File: config.mk
export PLATFORM = sky130hd
export DESIGN_NAME = alu_cmd_sequencer
export DESIGN_NICKNAME = d
export VERILOG_FILES = /design/src/rtl/alu_cmd_sequencer.sv
export SDC_FILE = /design/constraint.sdc
export NUM_CORES = 1
export LEC_CHECK = 0
export CORE_MARGIN = 2
export CORE_UTILIZATION = 45
export CTS_CLUSTER_DIAMETER = 40
export DETAILED_ROUTE_END_ITERATION = 8
export PLACE_DENSITY = 0.72
export SLEW_MARGIN = 10
export SYNTH_ARGS = -nofsm -noshare
export SYNTH_HDL_FRONTEND = slang
export SYNTH_SLANG_ARGS = --single-unit
File: constraint.sdc
create_clock -name clk -period 3.8 [get_ports clk]
set_input_delay 0.38 -clock clk [delete_from_list [all_inputs] [get_ports clk]]
set_output_delay 0.38 -clock clk [all_outputs]
set_load 0.03 [all_outputs]
File: src/rtl/alu_cmd_sequencer.sv
// Command FIFO, issue and response-capture stage wrapped around a combinational ALU.
// Chained commands take operand a from the running result register at their own issue cycle.
module alu_cmd_sequencer #(
  parameter int DEPTH  = 4,
  parameter int DATA_W = 16,
  parameter int OP_W   = 4
) (
  input  logic                       clk,
  input  logic                       rst_n,
  input  logic                       cmd_valid,
  output logic                       cmd_ready,
  input  logic [OP_W-1:0]            cmd_op,
  input  logic [DATA_W-1:0]          cmd_a,
  input  logic [DATA_W-1:0]          cmd_b,
  input  logic                       cmd_chain,
  output logic [OP_W-1:0]            alu_op,
  output logic [DATA_W-1:0]          alu_a,
  output logic [DATA_W-1:0]          alu_b,
  input  logic [DATA_W-1:0]          alu_result,
  input  logic                       alu_zero,
  input  logic                       alu_carry,
  input  logic                       alu_fp_error,
  output logic                       rsp_valid,
  input  logic                       rsp_ready,
  output logic [DATA_W-1:0]          rsp_result,
  output logic                       rsp_zero,
  output logic                       rsp_carry,
  output logic                       rsp_fp_error,
  output logic [DATA_W-1:0]          acc,
  output logic                       sticky_fp_error,
  input  logic                       clr_sticky,
  output logic [$clog2(DEPTH):0]     count
);

  localparam int AW      = $clog2(DEPTH);
  localparam int CW      = AW + 1;
  localparam int ENTRY_W = OP_W + 2 * DATA_W + 1;

  logic [ENTRY_W-1:0] mem_q [DEPTH];
  logic [AW-1:0]      wr_ptr_q, wr_ptr_d, rd_ptr_q, rd_ptr_d;
  logic [CW-1:0]      count_q, count_d;
  logic               rsp_valid_q, rsp_valid_d;
  logic [DATA_W-1:0]  rsp_result_q, rsp_result_d;
  logic               rsp_zero_q, rsp_zero_d;
  logic               rsp_carry_q, rsp_carry_d;
  logic               rsp_fp_error_q, rsp_fp_error_d;
  logic [DATA_W-1:0]  acc_q, acc_d;
  logic               sticky_q, sticky_d;

  logic               push, issue, slot_free, fifo_empty;
  logic [ENTRY_W-1:0] head;
  logic [OP_W-1:0]    head_op;
  logic [DATA_W-1:0]  head_a, head_b;
  logic               head_chain;

  // No full-bypass: a pop in the same cycle never makes room for a push.
  assign cmd_ready  = (count_q < CW'(DEPTH));
  assign fifo_empty = (count_q == '0);
  assign push       = cmd_valid && cmd_ready;
  assign slot_free  = !rsp_valid_q || rsp_ready;
  assign issue      = !fifo_empty && slot_free;

  always_ff @(posedge clk) begin
    if (push) begin
      mem_q[wr_ptr_q] <= {cmd_op, cmd_a, cmd_b, cmd_chain};
    end
  end

  assign head = mem_q[rd_ptr_q];
  assign {head_op, head_a, head_b, head_chain} = head;

  always_comb begin
    alu_op = '0;
    alu_a  = '0;
    alu_b  = '0;
    if (!fifo_empty) begin
      alu_op = head_op;
      alu_a  = head_chain ? acc_q : head_a;
      alu_b  = head_b;
    end
  end

  always_comb begin
    wr_ptr_d       = wr_ptr_q;
    rd_ptr_d       = rd_ptr_q;
    count_d        = count_q;
    rsp_valid_d    = rsp_valid_q;
    rsp_result_d   = rsp_result_q;
    rsp_zero_d     = rsp_zero_q;
    rsp_carry_d    = rsp_carry_q;
    rsp_fp_error_d = rsp_fp_error_q;
    acc_d          = acc_q;
    sticky_d       = sticky_q;

    if (push) wr_ptr_d = wr_ptr_q + 1'b1;
    if (issue) rd_ptr_d = rd_ptr_q + 1'b1;
    if (push && !issue) count_d = count_q + 1'b1;
    else if (!push && issue) count_d = count_q - 1'b1;

    if (issue) begin
      rsp_valid_d    = 1'b1;
      rsp_result_d   = alu_result;
      rsp_zero_d     = alu_zero;
      rsp_carry_d    = alu_carry;
      rsp_fp_error_d = alu_fp_error;
      acc_d          = alu_result;
    end else if (rsp_valid_q && rsp_ready) begin
      rsp_valid_d = 1'b0;
    end

    // A new error capture outranks a clear request in the same cycle.
    if (issue && alu_fp_error) sticky_d = 1'b1;
    else if (clr_sticky) sticky_d = 1'b0;
  end

  always_ff @(posedge clk) begin
    if (!rst_n) begin
      wr_ptr_q       <= '0;
      rd_ptr_q       <= '0;
      count_q        <= '0;
      rsp_valid_q    <= 1'b0;
      rsp_result_q   <= '0;
      rsp_zero_q     <= 1'b0;
      rsp_carry_q    <= 1'b0;
      rsp_fp_error_q <= 1'b0;
      acc_q          <= '0;
      sticky_q       <= 1'b0;
    end else begin
      wr_ptr_q       <= wr_ptr_d;
      rd_ptr_q       <= rd_ptr_d;
      count_q        <= count_d;
      rsp_valid_q    <= rsp_valid_d;
      rsp_result_q   <= rsp_result_d;
      rsp_zero_q     <= rsp_zero_d;
      rsp_carry_q    <= rsp_carry_d;
      rsp_fp_error_q <= rsp_fp_error_d;
      acc_q          <= acc_d;
      sticky_q       <= sticky_d;
    end
  end

  assign rsp_valid       = rsp_valid_q;
  assign rsp_result      = rsp_result_q;
  assign rsp_zero        = rsp_zero_q;
  assign rsp_carry       = rsp_carry_q;
  assign rsp_fp_error    = rsp_fp_error_q;
  assign acc             = acc_q;
  assign sticky_fp_error = sticky_q;
  assign count           = count_q;

endmodule

==> results.txt, run 1 <==
The flow ran to the end, and the final reports show no timing, DRC or antenna violations. In this run the most critical hold path is launched from rsp_fp_error$_SDFFE_PN0P_. For the worst flop-to-flop path, the logic depth is 9. The number of DRC markers in iteration 0 came out at 266. The post-synthesis cell type count was 28. The fraction of the cycle the final worst path needs came out at 84.6%. The worst hold slack across all endpoints was 0.488 ns. For the area of the die, the log shows 16,700 um2. The total global-route track usage is 18.3%. The area growth from synthesis to layout is 29.1%. Routability-driven placement finished with a final weighted congestion of 0.727. The logs give 1 for the initial antenna violation count and 14.8 mm for the total wire length. The worst register-to-register path begins at count[2]$_SDFFE_PN0P_.

Setup repair after global routing left no endpoint under its margin. Port buffering added 137 buffers. Fraction of final layout cells with drive strength greater than 1: 15.4%. The reported leakage power was 0.00304 uW.

The number of hold buffers added after CTS was 0. For the via count of the first global-routing pass, the log shows 4,014. Number of slew-limit violations in the final report: 0. The number of DRC violations after detailed routing is 0. The die outline width came out at 129 um. For flop-to-flop paths, the worst setup slack is 1.06 ns. The required time at the worst-slack endpoint is 3.42 ns.

The critical path in this run is classified as register to primary output. At the pin with the least slew margin, the transition time is 0.947 ns. Once the floorplan was initialized, standard cells occupied 46.4% of the core. After Yosys synthesis, full adders, half adders and majority gates account for 1.17% of the synthesized area. The run gives 8590 um2 as the placed cell area. STA classifies the critical path endpoint as a primary output. The largest family of logic cells by synthesized area was multiplexers. The tree is rooted in a clkbuf_16. The setup TNS is 0 ns, and the post-synthesis instance total is 411. Setup violations remaining at the end of the flow were counted as 0. Via density per instance: 5.26. The cell area that synthesis handed to floorplanning was 7070 um2.

Reported max-cap violation count: 0. Buffers inserted during clock tree synthesis total 17. Across the VDD grid, the largest voltage drop is 0.000382 V. For this run, the detailed router's first-pass iteration total came to 4. The tools report the net count after synthesis as 478.

The xor/xnor cell area share of the yosys netlist came out at 0.371%. In this run the deepest clock path goes through 2 buffers. The sum of internal, switching and leakage power is 6900 uW, and the buffer count from post-CTS setup fixing is 0. The tree built by TritonCTS fans out to 178 sinks. For the number of nets in the layout, the log shows 607. The class of the most critical hold timing path is register to register. TritonCTS built the clock tree. Across all layers, the routed design uses 4,024 vias. At the later pin of the worst-skew pair, clock insertion delay measures 0.42 ns. Post-synthesis sequential area ratio: 71.3%. The wire-length estimate of the detail-placed layout is 9.83 mm. In this run the core area contains 45 standard-cell rows. The total area inside the core boundary comes to 15,300 um2. The register share of total power was 36.8%; the global-route wire length before repair was 22.5 mm. After clock tree synthesis, the clock-pin slew on the worst setup and hold paths is 0.06 ns. In this run the worst path has a maximum fanout of 16. For the net switching component of the power, the log shows 2420 uW.

Net switching is 35.1% of the power. 138 I/O pins were placed. Cell internal power was estimated by the tool at 4480 uW. The multiplexer fraction of the synthesized cell area is 14.5%. Leaving out fill and tap cells, the most frequent cell in the layout is edfxtp_1.

Based on the critical path, the design can be clocked at up to 0.311 GHz. Global routing finished with a remaining overflow of 0. The worst hold path passes through 2 cells. STA classifies the critical path startpoint as a register. The area fraction in compound gates after synthesis is 3.36%.

Entering global routing, the biggest net connects 37 pins. The tools report the total count of hold-check failures in the final report as 0. The run gives 23.1% as the share of power burned in the clock network. The basic-gate share of the synthesized area counting and, or, nand and nor cells is 5.36%, and the tightest slew margin relative to the limit is 36.8%. The post-layout instance area was 9130 um2. Combinational cells account for 40.1% of the total power. The wire length per cell after detailed routing was 19.4 um.

The tools report the count of antenna-violating nets left after detailed routing as 0. The post-cts gate resize count was 0; the maximum level of the CTS H-tree was 4. Leaving out fill and tap cells, the most frequent cells in the layout are edfxtp_1 (148), clkdlybuf4s50_1 (137), mux4_2 (34). Power spread over the standard cell area amounts to 756 nW/um2. The setup skew after layout is 0.0127 ns, and the warning count from the yosys run is 0. The smallest clock period supported by the final layout is computed as 3.22 ns. Data on the critical path arrives at its endpoint at 2.84 ns.

The endpoint of the lowest-slack register-to-register path was count[2]$_SDFFE_PN0P_. The synthesized design contains 178 register bits. Each instance of the synthesized netlist takes up on average 17.2 um2. For hold timing, the worst endpoint is rsp_fp_error$_SDFFE_PN0P_. The die height is 129 um.
-- cell usage after synthesis --
cell      instances  area [um2]
edfxtp_1        148        4440
mux4_2           34         766
dfxtp_1          30         601
a21oi_1          25         125
and2_1           24         150
o21ai_0          21         105
nand3_1          20         100
nor2_1           20        75.1
mux2i_1          18         180
buf_4            16         120
clkbuf_1         15        56.3
buf_2             6        30.0
inv_1             6        22.5
ha_1              5        62.6
buf_1             3        11.3
mux4_1            3        78.8
buf_6             2        22.5
nand2b_1          2        12.5
nor2b_1           2        12.5
or3_1             2        12.5
xor2_1            2        17.5
buf_8             1        15.0
fa_1              1        20.0
nand2_1           1        3.75
nor3_1            1        5.00
o31ai_1           1        7.51
or4_1             1        7.51
xnor2_1           1        8.76
-- cell type report --
type	count	area, um2
antenna	1	2.50
clock buffer	18	429
clock inverter	14	115
fill	1172	6130
inverter	6	22.5
multi-input combinational	184	1760
sequential	178	5050
tap	211	264
timing repair buffer	153	1490
-- stage by stage --
| step | setup WS, ns | util [%] | instances |
|---|---|---|---|
| after global placement | 1.05 | 56.3 | 732 |
| after floorplan | 1.41 | - | 411 |
| after detailed placement | 1.01 | 56.3 | 732 |
| after CTS | 0.552 | 59.8 | 764 |
| after global routing | 0.443 | 59.8 | 764 |
| final | 0.584 | 59.9 | 765 |
-- power groups by stage --
stage	Combinational, uW	Clock [uW]	Sequential (uW)
floorplan	1740	0	2640
global placement	2760	0	2570
detailed placement	2780	0	2590
CTS	2800	1620	2550
global route	2950	1700	2570
finish	2770	1600	2540
-- kinds of logic (layout without fill, tap and decap cells) --
| group | count (synthesis) | count (layout) |
|---|---|---|
| buffers and inverters | 49 | 191 |
| adder cells (fa/ha/maj) | 6 | 6 |
| multiplexers | 55 | 55 |
| AND/OR/NAND/NOR | 73 | 73 |
| AO/OA/AOI/OAI | 47 | 47 |
| XOR/XNOR | 3 | 3 |
| flip-flops | 178 | 178 |
| other | 0 | 1 |
-- sequential cells by signal (all words and copies together) (netlist names), named ones only --
name,flops
acc,16
count,3
mem_q,148
rd_ptr_q,2
rsp_carry,1
rsp_fp_error,1
rsp_valid,1
rsp_zero,1
sticky_fp_error,1
wr_ptr_q,2
-- layer usage --
metal | up-vias | global-route usage [%] | share of wire, %
met2 | 151 | 27.7 | 47
li1 | 1825 | - | -
met3 | 18 | 4.95 | 7.1
met1 | 2030 | 26.1 | 45
met4 | 0 | 6.07 | 1.4
met5 | - | 0 | 0
-- critical path, cell delays in order (launching register included) --
cell	delay, ns
dfxtp_2	0.53
mux4_2	0.86
mux2i_1	0.20
nor2_1	0.13
clkdlybuf4s50_1	0.69
-- worst max-delay path by stage --
stage | slack [ns] | depth (start not counted) | start | to
floorplan | 1.41 | 10 | count[2]$_SDFFE_PN0P_ | count[2]$_SDFFE_PN0P_
global placement | 1.05 | 4 | register | alu_a[6]
detailed placement | 1.01 | 4 | register | alu_a[8]
CTS | 0.55 | 4 | register | alu_a[1]
global route | 0.44 | 4 | register | alu_a[14]
finish | 0.58 | 4 | register | alu_a[1]
Note: power is estimated with default switching activity, not from simulation.
==> inputs of run 2 (changes only) <==
PLACE_DENSITY = 0.75   (was 0.72)
clock period = 2.7 ns   (was 3.8 ns; I/O delays follow)
==> run 2 against run 1 <==
  * Die area is the same
  * Global-route usage is 0.12 points higher
  * Critical path type unchanged
  * Sequential cell count unchanged
  * Critical path depth stayed put
==> results.txt, run 2 (synthesis gave the netlist of run 1 again) <==
The number of DRC markers in iteration 0 is 254. Traced cell by cell, the critical path runs through mux4_2 > mux2i_1 > nor2_1 > buf_12. For this design the static power due to leakage is 0.00314 uW.

The register clock-pin slew on the reported worst setup and hold paths works out to 0.06 ns. Excluding fillers, the count of instances in the completed layout stands at 764. The worst hold path terminates at acc[12]$_SDFFE_PN0P_. The number of cells on the worst reg-to-reg path is 8, and the tightest slew margin relative to the limit is 37.6%.

After detailed routing, the number of remaining DRC violations is 0. The number of buffers and inverters on the critical path is 1, and the initial antenna violation count is 1. The kind of cell with the highest combined delay on the critical path is multiplexers. Final worst slack: 0.274 ns.

The slowest stage cell on the critical path is mux4_2. Derived from the worst setup path, the maximum achievable clock frequency is 0.412 GHz. For this design the ratio of total power to cell area is 1080 nW/um2.

The total global-route track usage is 18.5%, and the met1 capacity usage during global routing is 23.5%. The count of buffers added on input and output ports is 137. The worst register-to-register path begins at count[2]$_SDFFE_PN0P_. In this run the vertical extent of the chip is 129 um.

STA puts the critical path data required time at 2.43 ns. Entering global routing, the biggest net connects 41 pins. In the global route stage, met3 resource usage came out at 5.74%. For the worst setup path, the data arrival time is 2.16 ns.

In this run the deepest clock path goes through 2 buffers. The cell count of the worst hold path works out to 3. The register with the most flip-flops in the layout has 148 of them. The run finished with clean final reports. The tools report the endpoint kind of the worst setup timing path as a primary output. Row generation in the floorplan step produced 45 rows.

On the final layout, the worst clock skew is 0.00636 ns. After detailed placement, the design holds a cell count of 733. The type of the worst setup path was register to primary output. Setup repair after global routing left no endpoint under its margin.

In this run the remaining antenna-violating nets after routing total 0. In this run, CTS created clock tree buffers numbering 17. For the number of nets in the layout, the log shows 608. The final estimated routing congestion in global placement was 0.828. The total number of vias was 3,982; the iteration count of the initial detailed-routing pass was 4. The clock period could shrink to 2.43 ns. Total count of hold-check failures in the final report: 0. The first global-routing pass estimated 22.5 mm of wire. Along the worst path, the maximum fanout reaches 16.

Total wire length: 14.7 mm. The endpoint identified for the worst register-to-register timing path is count[2]$_SDFFE_PN0P_. Relative to the synthesized area, the layout overhead comes to 29.1%. In the final routed layout, each cell accounts on average for 19.3 um. The delay of the slowest cell on the worst path is 0.78 ns. At the pin with the least slew margin, the transition time is 0.934 ns. The logs give 0 for the number of slew-limit violations in the final report and 0.400 ns for the worst setup slack after placement. Leaving out fill and tap cells, the most frequent cells in the layout are edfxtp_1 (148), clkdlybuf4s50_1 (101), buf_4 (49). The sink count of the clock tree was 178; the area of the die was 16,700 um2.

STA classifies the critical path startpoint as a register. The met2 track utilization from global routing was 30.6%; the post-cts gate resize count was 0. The number of setup buffers added after CTS is 0. The setup slack on the worst flop-to-flop path is 0.50 ns, and the die outline width is 129 um. The clock reaches the later pin of the worst-skew pair after 0.42 ns. Setup TNS: 0 ns.

For the number of primary I/O pins, the log shows 138. Commonest non-fill, non-tap cell in the layout: edfxtp_1. For the area inside the core boundary, the log shows 15,300 um2. The initial utilization of the core area, before any placement, comes to 46.4%. The via count of the first global-routing pass was 4,148.

TritonCTS built the clock tree. The fraction of the cycle the final worst path needs came out at 89.8%. The wire-length estimate of the detail-placed layout is 9.49 mm. Max-cap violations in this run came to 0. In this run the clock root is driven by a clkbuf_16.

For this design, the CTS-stage hold fixing added 0 buffers. Across the VDD grid, the largest voltage drop is 0.000724 V. Setup violations remaining at the end of the flow were counted as 0. Register with the most flip-flops: mem_q. The tools report the maximum level of the CTS H-tree as 4.

The via density per instance was 5.21; the global-route congestion overflow total was 0. The min-delay analysis places its worst path in the category input pin to register. Worst min-delay path startpoint: alu_result[12]. Measured on the finished design, the core utilization comes to 59.8%. The post-route netlist has 21.7% of its cells at a drive strength greater than 1. In this run the most used layer during global routing was met2.
==> run 2: where the power goes <==
part	switching (uW)	total, uW	leakage [uW]	internal (uW)
Combinational	2230	3890	0.00127	1660
Sequential	190	3530	0.00160	3340
Clock	953	2400	0.000274	1440
==> run 2: worst reg2reg max path, cell delays in order, from the launching register on <==
cell and delay (ns):
dfxtp_1 0.37, or3_1 0.40, nand2_1 0.08, ha_1 0.20, inv_1 0.07, fa_1 0.38, xor2_1 0.16, or3_1 0.32
a21oi_1 0.15
==> run 2: final cells by class <==
type                    count  area (um2)
diodes                      1        2.50
clock buffers              20         437
clock inverters            10         136
fillers                  1109        6130
inverters                   6        22.5
multi-input cells         184        1760
flip-flops and latches    178        5050
well taps                 211         264
repair buffers            154        1460
==> run 2: routing by layer <==
metal	up-vias	share of wire, %
li1	1827	-
met2	148	50
met4	0	0.73
met3	8	6.5
met5	-	0
met1	1999	43
==> run 2: through the flow <==
stage | cell area [um2] | total power (uW) | hold slack (ns)
floorplan | 7070 | 6170 | 0.369
global placement | 8550 | 7440 | 0.456
detailed placement | 8550 | 7520 | 0.467
CTS | 9130 | 9930 | 0.387
global route | 9130 | 10300 | 0.419
finish | 9130 | 9810 | 0.406
==> run 2: worst max-delay path by stage <==
| stage | depth (start not counted) | startpoint | endpoint | slack, ns |
|---|---|---|---|---|
| 3_3_place_gp | 9 | rsp_ready | count[2]$_SDFFE_PN0P_ | 0.52 |
| 3_5_place_dp | 8 | cmd_valid | count[2]$_SDFFE_PN0P_ | 0.40 |
| 4_1_cts | 5 | register | alu_a[6] | 0.24 |
| 5_1_grt | 5 | register | alu_a[6] | 0.13 |
| 6_report | 4 | register | alu_a[5] | 0.27 |
| 2_1_floorplan | 10 | count[2]$_SDFFE_PN0P_ | count[2]$_SDFFE_PN0P_ | 0.31 |
==> variant (flow settings as in run 1) <==
Register the output `count` once more, cleared by the reset; this adds one clock of latency there. The other outputs are not delayed to match.
--- a/src/rtl/alu_cmd_sequencer.sv
+++ b/src/rtl/alu_cmd_sequencer.sv
@@ -146,7 +146,13 @@
   assign rsp_fp_error    = rsp_fp_error_q;
   assign acc             = acc_q;
   assign sticky_fp_error = sticky_q;
-  assign count           = count_q;
+  always_ff @(posedge clk) begin
+    if (!rst_n) begin
+      count <= '0;
+    end else begin
+      count <= count_q;
+    end
+  end
 
 endmodule
 
Check against the original RTL: not equivalent (a bounded check fails within 4 cycles, from zero or initial values and one cycle with rst_n low).
==> variant against run 1 <==
Critical endpoint is now alu_b[9]; total power grew 0.71%; sequential cell count increased by 3; clock skew down 0.0069 ns; sequential share of layout area increased by 0.45 points; clock power up 2%; count of clock-buffer cells in the layout down 1; largest cell class unchanged; wire length is essentially flat; area after synthesis up 1.1%; final area rose by 0.37%; setup slack got worse by 0.045 ns; final cell count rose by 0.39%; sequential power is essentially flat.
==> variant: results (changes against run 1) <==
hold path startpoint sticky_fp_error; dpl hpwl 9243 µm (-6.0%); xor and xnor area share after synthesis 0.3675% (-0.0040 points); compound-gate portion of the synthesized area 3.325% (-0.036 points); Area contributors post-synth edfxtp_1 62%, mux4_2 11%, dfxtp_1 9.2%; All-Layer GR Usage 18.44% (+0.10 points); R2R Setup Slk 1.16 ns (+0.10 ns); P_leak 3.060 nW (+0.49%); Yosys cell types 29 (+3.6%); routing usage on met3 4.961% (+0.0065 points); met2 GRT Util 30.18% (+2.5 points); worst vdd ir 0.0005632 V (+48%); FF-to-FF path depth 8 (-1); Final GP Congestion 0.7350 (+1.1%); Detailed Route Iter0 Violations 316 (+19%); post-synth net total 484 (+1.3%); Worst path max stage delay 0.73 ns (-0.13 ns); # diodes 0 (-1); Worst Skew 0.005817 ns (-0.006876 ns); mux share of post-synthesis cell area 14.33% (-0.15 points); CP max stage cell or3_1; global-route wire length before repair 22430 µm (-0.46%); Synth top cells by count 148 x edfxtp_1, 34 x mux4_2, 33 x dfxtp_1, 26 x and2_1, 25 x a21oi_1; Synth top area share 62.16% (-0.67 points); sequential area share after synthesis 71.40% (+0.079 points); GR Util met1 23.34% (-2.8 points); FF-to-FF Start count_q[2]; worst reg2reg endpoint count_q[2]; CP Max Fanout 24 (+8); Post-Route WL 14790 µm (about the same); worst hold endpoint sticky_fp_error; Via-to-Cell Ratio 5.225 (-0.66%); Post-Synth Adder-Cell Area 1.155% (-0.012 points); vias in the first global route 4118 (+2.6%); Final nets 606 (-0.16%); status finished, final reports clean
[variant: cell count changes after synthesis]
cell	before	now
dfxtp_1	30	33
and2_1	24	26
buf_1	3	2
buf_2	6	5
clkbuf_1	15	16
clkbuf_2	0	1
nor2_1	20	21
[variant: metrics by stage]
stage          hold WS [ns]  std cells  power, mW  utilization (%)  instance area, µm²
2_1_floorplan        0.4529        417      4.413                -                7149
3_3_place_gp         0.4521        736      5.329            54.83                8616
3_5_place_dp         0.4735        736      5.381            54.83                8616
4_1_cts              0.4822        768      7.032            58.34                9166
5_1_grt              0.5108        768      7.285            58.34                9166
6_report             0.4840        768      6.952            58.34                9166
[variant: where the power goes]
group	switching (mW)	leakage [nW]	total, mW	internal, mW
combinational	1.57	1.16	2.77	1.20
clock	0.732	0.272	1.64	0.904
sequential	0.135	1.63	2.55	2.41
total	2.44	3.06	6.95	4.51
[variant: logic make-up after synthesis]
logic type / after synthesis
buffers and inverters: 49
AND/OR/NAND/NOR: 76
XOR/XNOR: 3
flip-flops: 181
adder cells (fa/ha/maj): 6
multiplexers: 55
AO/OA/AOI/OAI: 47
[variant: worst max-delay path by stage]
stage / to / slack, ns / cells after the start
2_1_floorplan: count_q[2] / 1.56 / 10
3_3_place_gp: alu_b[9] / 1.12 / 4
3_5_place_dp: alu_b[7] / 1.00 / 4
4_1_cts: alu_b[9] / 0.51 / 4
5_1_grt: alu_b[9] / 0.39 / 4
6_report: alu_b[9] / 0.54 / 4
[variant: area by class of cell]
class	instances	area share [%]
Timing Repair Buffer	146	15.70
Clock buffer	17	4.641
Multi-Input combinational cell	187	19.38
Tap cell	216	2.948
Sequential cell	181	55.72
Inverter	6	0.2457
Clock inverter	15	1.365
[variant: worst max-delay path, delay by kind of cell (launching register included)]
| family | cells | cell delay (ns) |
|---|---|---|
| buffers and inverters | 2 | 1.08 |
| and+or+nand+nor | 2 | 0.92 |
| DFF | 1 | 0.44 |
[variant: routing by layer]
layer  routed length (µm)  vias to the layer above
met5                    0                        -
met4                  242                        0
met3                 1050                       15
met2                 7386                      149
met1                 6111                     2020
li1                     -                     1829
